**src/rtl/asc_arbiter.sv**
```systemverilog
// asc_arbiter: two-requester round-robin arbiter and sequencer for one shared
// add/subtract/compare unit.
// Ports:
//   clk, rst                         clock, synchronous active-high reset
//   reqX_valid/ready/op/a/b/cin      request channels (X = 0, 1); ready is combinational
//   rsp_valid/ready/id/result/flag/cmp/err   registered tagged response channel
//   unit_a/b, unit_oprtn1..3, unit_cin/borin  registered drive to the shared unit
//   unit_sum/diff/cout/borout/aisbig/bisbig/equal  results returned by the unit
module asc_arbiter #(
    parameter int unsigned N = 4
) (
    input  logic         clk,
    input  logic         rst,
    input  logic         req0_valid,
    output logic         req0_ready,
    input  logic [1:0]   req0_op,
    input  logic [N-1:0] req0_a,
    input  logic [N-1:0] req0_b,
    input  logic         req0_cin,
    input  logic         req1_valid,
    output logic         req1_ready,
    input  logic [1:0]   req1_op,
    input  logic [N-1:0] req1_a,
    input  logic [N-1:0] req1_b,
    input  logic         req1_cin,
    output logic         rsp_valid,
    input  logic         rsp_ready,
    output logic         rsp_id,
    output logic [N-1:0] rsp_result,
    output logic         rsp_flag,
    output logic [2:0]   rsp_cmp,
    output logic         rsp_err,
    output logic [N-1:0] unit_a,
    output logic [N-1:0] unit_b,
    output logic         unit_oprtn1,
    output logic         unit_oprtn2,
    output logic         unit_oprtn3,
    output logic         unit_cin,
    output logic         unit_borin,
    input  logic [N-1:0] unit_sum,
    input  logic [N-1:0] unit_diff,
    input  logic         unit_cout,
    input  logic         unit_borout,
    input  logic         unit_aisbig,
    input  logic         unit_bisbig,
    input  logic         unit_equal
);

    typedef enum logic [1:0] {
        IDLE = 2'b00,
        EXEC = 2'b01,
        RESP = 2'b10
    } state_t;

    localparam logic [1:0] OP_ADD = 2'b00;
    localparam logic [1:0] OP_SUB = 2'b01;
    localparam logic [1:0] OP_CMP = 2'b10;
    localparam logic [1:0] OP_ILL = 2'b11;

    state_t       state;
    state_t       state_next;
    logic         ptr;
    logic [1:0]   op_q;
    logic         id_q;
    logic         grant0;
    logic         grant1;
    logic         accept;
    logic [1:0]   sel_op;
    logic [N-1:0] sel_a;
    logic [N-1:0] sel_b;
    logic         sel_cin;

    // Round-robin grant: a lone requester always wins, ptr breaks ties.
    assign grant0     = req0_valid && (!req1_valid || !ptr);
    assign grant1     = req1_valid && (!req0_valid || ptr);
    assign req0_ready = (state == IDLE) && !rst && grant0;
    assign req1_ready = (state == IDLE) && !rst && grant1;
    assign accept     = req0_ready || req1_ready;

    // Payload of the granted requester.
    assign sel_op  = req1_ready ? req1_op  : req0_op;
    assign sel_a   = req1_ready ? req1_a   : req0_a;
    assign sel_b   = req1_ready ? req1_b   : req0_b;
    assign sel_cin = req1_ready ? req1_cin : req0_cin;

    // State register.
    always_ff @(posedge clk) begin
        if (rst) begin
            state <= IDLE;
        end else begin
            state <= state_next;
        end
    end

    // Next-state logic.
    always_comb begin
        state_next = state;
        case (state)
            IDLE:    if (accept) state_next = EXEC;
            EXEC:    state_next = RESP;
            RESP:    if (rsp_ready) state_next = IDLE;
            default: state_next = IDLE;
        endcase
    end

    // Datapath: unit drive is loaded on accept so the selects are live
    // for exactly the EXEC cycle; responses are captured leaving EXEC.
    always_ff @(posedge clk) begin
        if (rst) begin
            ptr         <= 1'b0;
            op_q        <= 2'b00;
            id_q        <= 1'b0;
            rsp_valid   <= 1'b0;
            rsp_id      <= 1'b0;
            rsp_result  <= '0;
            rsp_flag    <= 1'b0;
            rsp_cmp     <= 3'b000;
            rsp_err     <= 1'b0;
            unit_a      <= '0;
            unit_b      <= '0;
            unit_oprtn1 <= 1'b0;
            unit_oprtn2 <= 1'b0;
            unit_oprtn3 <= 1'b0;
            unit_cin    <= 1'b0;
            unit_borin  <= 1'b0;
        end else begin
            case (state)
                IDLE: begin
                    if (accept) begin
                        op_q        <= sel_op;
                        id_q        <= req1_ready;
                        unit_a      <= sel_a;
                        unit_b      <= sel_b;
                        unit_oprtn1 <= (sel_op == OP_ADD);
                        unit_oprtn2 <= (sel_op == OP_SUB);
                        unit_oprtn3 <= (sel_op == OP_CMP);
                        unit_cin    <= (sel_op == OP_ADD) && sel_cin;
                        unit_borin  <= (sel_op == OP_SUB) && sel_cin;
                    end
                end
                EXEC: begin
                    unit_oprtn1 <= 1'b0;
                    unit_oprtn2 <= 1'b0;
                    unit_oprtn3 <= 1'b0;
                    unit_cin    <= 1'b0;
                    unit_borin  <= 1'b0;
                    rsp_valid   <= 1'b1;
                    rsp_id      <= id_q;
                    rsp_err     <= (op_q == OP_ILL);
                    rsp_result  <= '0;
                    rsp_flag    <= 1'b0;
                    rsp_cmp     <= 3'b000;
                    case (op_q)
                        OP_ADD: begin
                            rsp_result <= unit_sum;
                            rsp_flag   <= unit_cout;
                        end
                        OP_SUB: begin
                            rsp_result <= unit_diff;
                            rsp_flag   <= unit_borout;
                        end
                        OP_CMP: rsp_cmp <= {unit_aisbig, unit_bisbig, unit_equal};
                        default: ;
                    endcase
                end
                RESP: begin
                    if (rsp_ready) begin
                        rsp_valid <= 1'b0;
                        ptr       <= ~rsp_id;
                    end
                end
                default: ;
            endcase
        end
    end

endmodule
```
**config.mk**
```make
export PLATFORM = sky130hd
export DESIGN_NAME = asc_arbiter
export DESIGN_NICKNAME = d
export VERILOG_FILES = /design/src/rtl/asc_arbiter.sv
export SDC_FILE = /design/constraint.sdc
export NUM_CORES = 1
export LEC_CHECK = 0
export ABC_AREA = 1
export CAP_MARGIN = 20
export CORE_ASPECT_RATIO = 1.25
export CORE_MARGIN = 2
export CORE_UTILIZATION = 43
export CTS_CLUSTER_SIZE = 25
export DETAILED_ROUTE_END_ITERATION = 8
export PLACE_DENSITY = 0.85
export SYNTH_ARGS = -nofsm -noshare
export SYNTH_HDL_FRONTEND = slang
export SYNTH_SLANG_ARGS = --single-unit
```
**constraint.sdc**
```tcl
create_clock -name clk -period 3.1 [get_ports clk]
set_clock_uncertainty 0.2 [all_clocks]
set_input_delay 0.62 -clock clk [delete_from_list [all_inputs] [get_ports clk]]
set_output_delay 0.62 -clock clk [all_outputs]
set_load 0.05 [all_outputs]
```
==> results.sh <==
export IMPL_status="finished clean"
export IMPL_drc=0
export IMPL_p_comb_share_pct=30.5
export IMPL_path_max_fanout=10
export IMPL_setup_viol=0
export IMPL_path_cells="clkdlybuf4s50_1, a21boi_2, nand2_2, inv_2, buf_12"
export IMPL_drt_iter0_drc=16
export IMPL_cpPeakStageDelay_ns=0.50
export IMPL_synth_seq_area_share_pct=44.99
export IMPL_areaGrowthSynthToFinish_pct=57.17
export IMPL_synth_ff_type="dfxtp_1"
export IMPL_r2r_start="state[0]"
export IMPL_slew_headroom_pct=64.21
export IMPL_tns_ns=0
export IMPL_power_leakage_nw=0.8652
export IMPL_final_nets=298
export IMPL_cp_start_kind="input pin"
export IMPL_clkLatencyLatePin_ns=0.33
export IMPL_switching_share_pct=33.14
export IMPL_synth_cells=187
export IMPL_r2r_cells=6
export IMPL_grt_max_degree=19
export IMPL_vdd_drop_max_mv=0.3501
export IMPL_clk_pin_slew_ns=0.09
export IMPL_postCtsHoldBufs=0
export IMPL_drv_cap=0
export IMPL_period_needed_ns=2.617
export IMPL_internal_power_w=0.0006137
export IMPL_period_share_pct=84.42
export IMPL_hp_start="unit_b[3]"
export IMPL_hold_class="flop to flop"
export IMPL_final_hold_violation_count=0
export IMPL_num_rows=22
export IMPL_cts_tree="built"
export IMPL_grt_ovfl_total=0
export IMPL_wl_um=3252
export IMPL_critPathArrivalTime_ns=1.80
export IMPL_crit_required_ns=2.28
export IMPL_min_to="unit_b[3]"
export IMPL_pwr_share_seq_pct=46.4
export IMPL_pre_cts_ws_ns=0.4800
export IMPL_cts_buffer_depth=2
export IMPL_clockRootBuffer="clkbuf_4"
export IMPL_fill_cells=258
export IMPL_clock_sinks=30
export IMPL_critPathSlowestCell="clkdlybuf4s50_1"
export IMPL_numCtsBuffers=5
export IMPL_synth_edf_count=0
export IMPL_tightest_slew_ns=0.5363
export IMPL_final_core_util_pct=71.24
export IMPL_core_area_um2=2945
export IMPL_synth_nets=227
export IMPL_ys_ff_latch=30
export IMPL_path_buf_inv=3
export IMPL_slew_viol_final=0
export IMPL_rrSetupSlack_ns=1.23
export IMPL_layout_cells_most_common="clkdlybuf4s50_1"
export IMPL_critPathCaptureType="primary output"
export IMPL_powerDensity_nw_per_um2=437.5
export IMPL_dp_final_hpwl_um=2545
export IMPL_initial_core_util_pct=45.33
export IMPL_yosysWarnings=0
export IMPL_cts_resized_gates=0
export IMPL_drt_pass1_iter_count=4
export IMPL_grtUsageTotal_pct=21.51
export IMPL_rsz0062_at_grt="false"
export IMPL_antenna_found_initial=0
export IMPL_cp_top_family="buffers and inverters"
export IMPL_p_clk_share_pct=23.1
export IMPL_layout_common_cells="clkdlybuf4s50_1 (63), nand2_1 (35), dfxtp_1 (30)"
export IMPL_ant_nets=0
export IMPL_gp_congestion=0.7329
export IMPL_fmax_mhz=382.1
export IMPL_cts_setup_buffers=0
export IMPL_setup_ws_ns=0.4828
export IMPL_synth_cell_area_um2=1335
export IMPL_ios=66
export IMPL_async_reset_ff_share_pct=0
export IMPL_synth_distinct_cells=22
export IMPL_die_y_um=66.30
export IMPL_post_drt_wl_per_cell_um=11.06
export IMPL_worstSetupPathType="input pin to primary output"
export IMPL_routed_via_density=4.929
export IMPL_reg2reg_to="rsp_cmp[0]"
export IMPL_dieArea_um2=3569
export IMPL_hold_path_depth=2
export IMPL_antenna_cells=0
export IMPL_cts_max_level=2
export IMPL_grt_pass1_vias=1357
export IMPL_vias=1449
export IMPL_syn_avg_cell_area_um2=7.139
export IMPL_p_total_w=0.0009179
export IMPL_power_switching_w=0.0003042
export IMPL_grt_pass1_wl_um=5554
export IMPL_dieWidth_um=53.84
export IMPL_place_port_buffers=65
export IMPL_layout_drive_gt1_share_pct=10.08
-- synthesized netlist by cell type (3+ instances only) --
master | instances | area share, %
a22oi_1 | 3 | 1.7
o21ai_0 | 8 | 3.0
o221ai_1 | 5 | 3.3
nand3_1 | 8 | 3.0
inv_1 | 18 | 5.1
o21ai_1 | 8 | 3.0
inv_2 | 7 | 2.0
a21oi_1 | 21 | 7.9
nand2_1 | 35 | 9.8
dfxtp_1 | 30 | 45
nor2_2 | 3 | 1.4
nor2_1 | 29 | 8.2
clkbuf_1 | 3 | 0.84
-- sequential cells by signal (all words and copies together) (netlist names), 2 cells and up --
register	flops
op_q	2
unit_b	4
rsp_cmp	3
rsp_result	4
state	2
unit_a	4
-- worst min-delay path, stage by stage (launching register included) --
cell and delay, ns:
dfxtp_1 0.32, nand2_1 0.06, a21oi_1 0.05
-- power by group through the flow --
| stage | registers (W) | clock network [W] | logic, W |
|---|---|---|---|
| floorplan | 0.000502 | 0 | 0.0000981 |
| global placement | 0.000434 | 0 | 0.000279 |
| detailed placement | 0.000435 | 0 | 0.000281 |
| CTS | 0.000426 | 0.000219 | 0.000282 |
| global route | 0.000430 | 0.000233 | 0.000304 |
| finish | 0.000426 | 0.000212 | 0.000280 |
-- through the flow --
step / std cells / area (um2) / hold slack (ns)
after global routing: 294 / 2098 / 0.2929
after detailed placement: 287 / 2053 / 0.2581
after CTS: 294 / 2098 / 0.2719
final: 294 / 2098 / 0.2678
after floorplan: 187 / 1335 / 0.2553
after global placement: 287 / 2053 / 0.2497
-- worst max-delay path by stage --
| stage | start | endpoint | slack, ns | cells past startpoint |
|---|---|---|---|---|
| detailed placement | req1_valid | req1_ready | 0.48 | 5 |
| CTS | req1_valid | req1_ready | 0.47 | 5 |
| finish | req1_valid | req1_ready | 0.48 | 5 |
| global route | req1_valid | req1_ready | 0.40 | 5 |
| global placement | req1_valid | req1_ready | 0.50 | 5 |
| floorplan | rst | req0_ready | 0.77 | 3 |
-- area by class of cell --
type / instances / area (um2) / area share (%)
inverters: 25 / 93.84 / 4.472
well taps: 36 / 45.04 / 2.147
multi-input cells: 127 / 613.1 / 29.22
flip-flops and latches: 30 / 600.6 / 28.62
repair buffers: 69 / 700.7 / 33.39
clock buffers: 7 / 45.04 / 2.147
-- cells by family (layout without fill, tap and decap cells) --
kind of cell	after synthesis	in the layout	synth area share, %
and+or+nand+nor	80	80	25.02
DFF	30	30	44.99
buffers and inverters	30	101	9.090
AOI/OAI and AO/OA	47	47	20.90
-- routing by layer --
layer | track usage [%] | routed length (um) | vias to the layer above
met5 | 0 | 0 | -
li1 | - | - | 750
met4 | 8.654 | 60 | 0
met3 | 10.18 | 330 | 7
met1 | 22.35 | 1272 | 637
met2 | 36.13 | 1588 | 55
(Power assumes the default switching activity.)
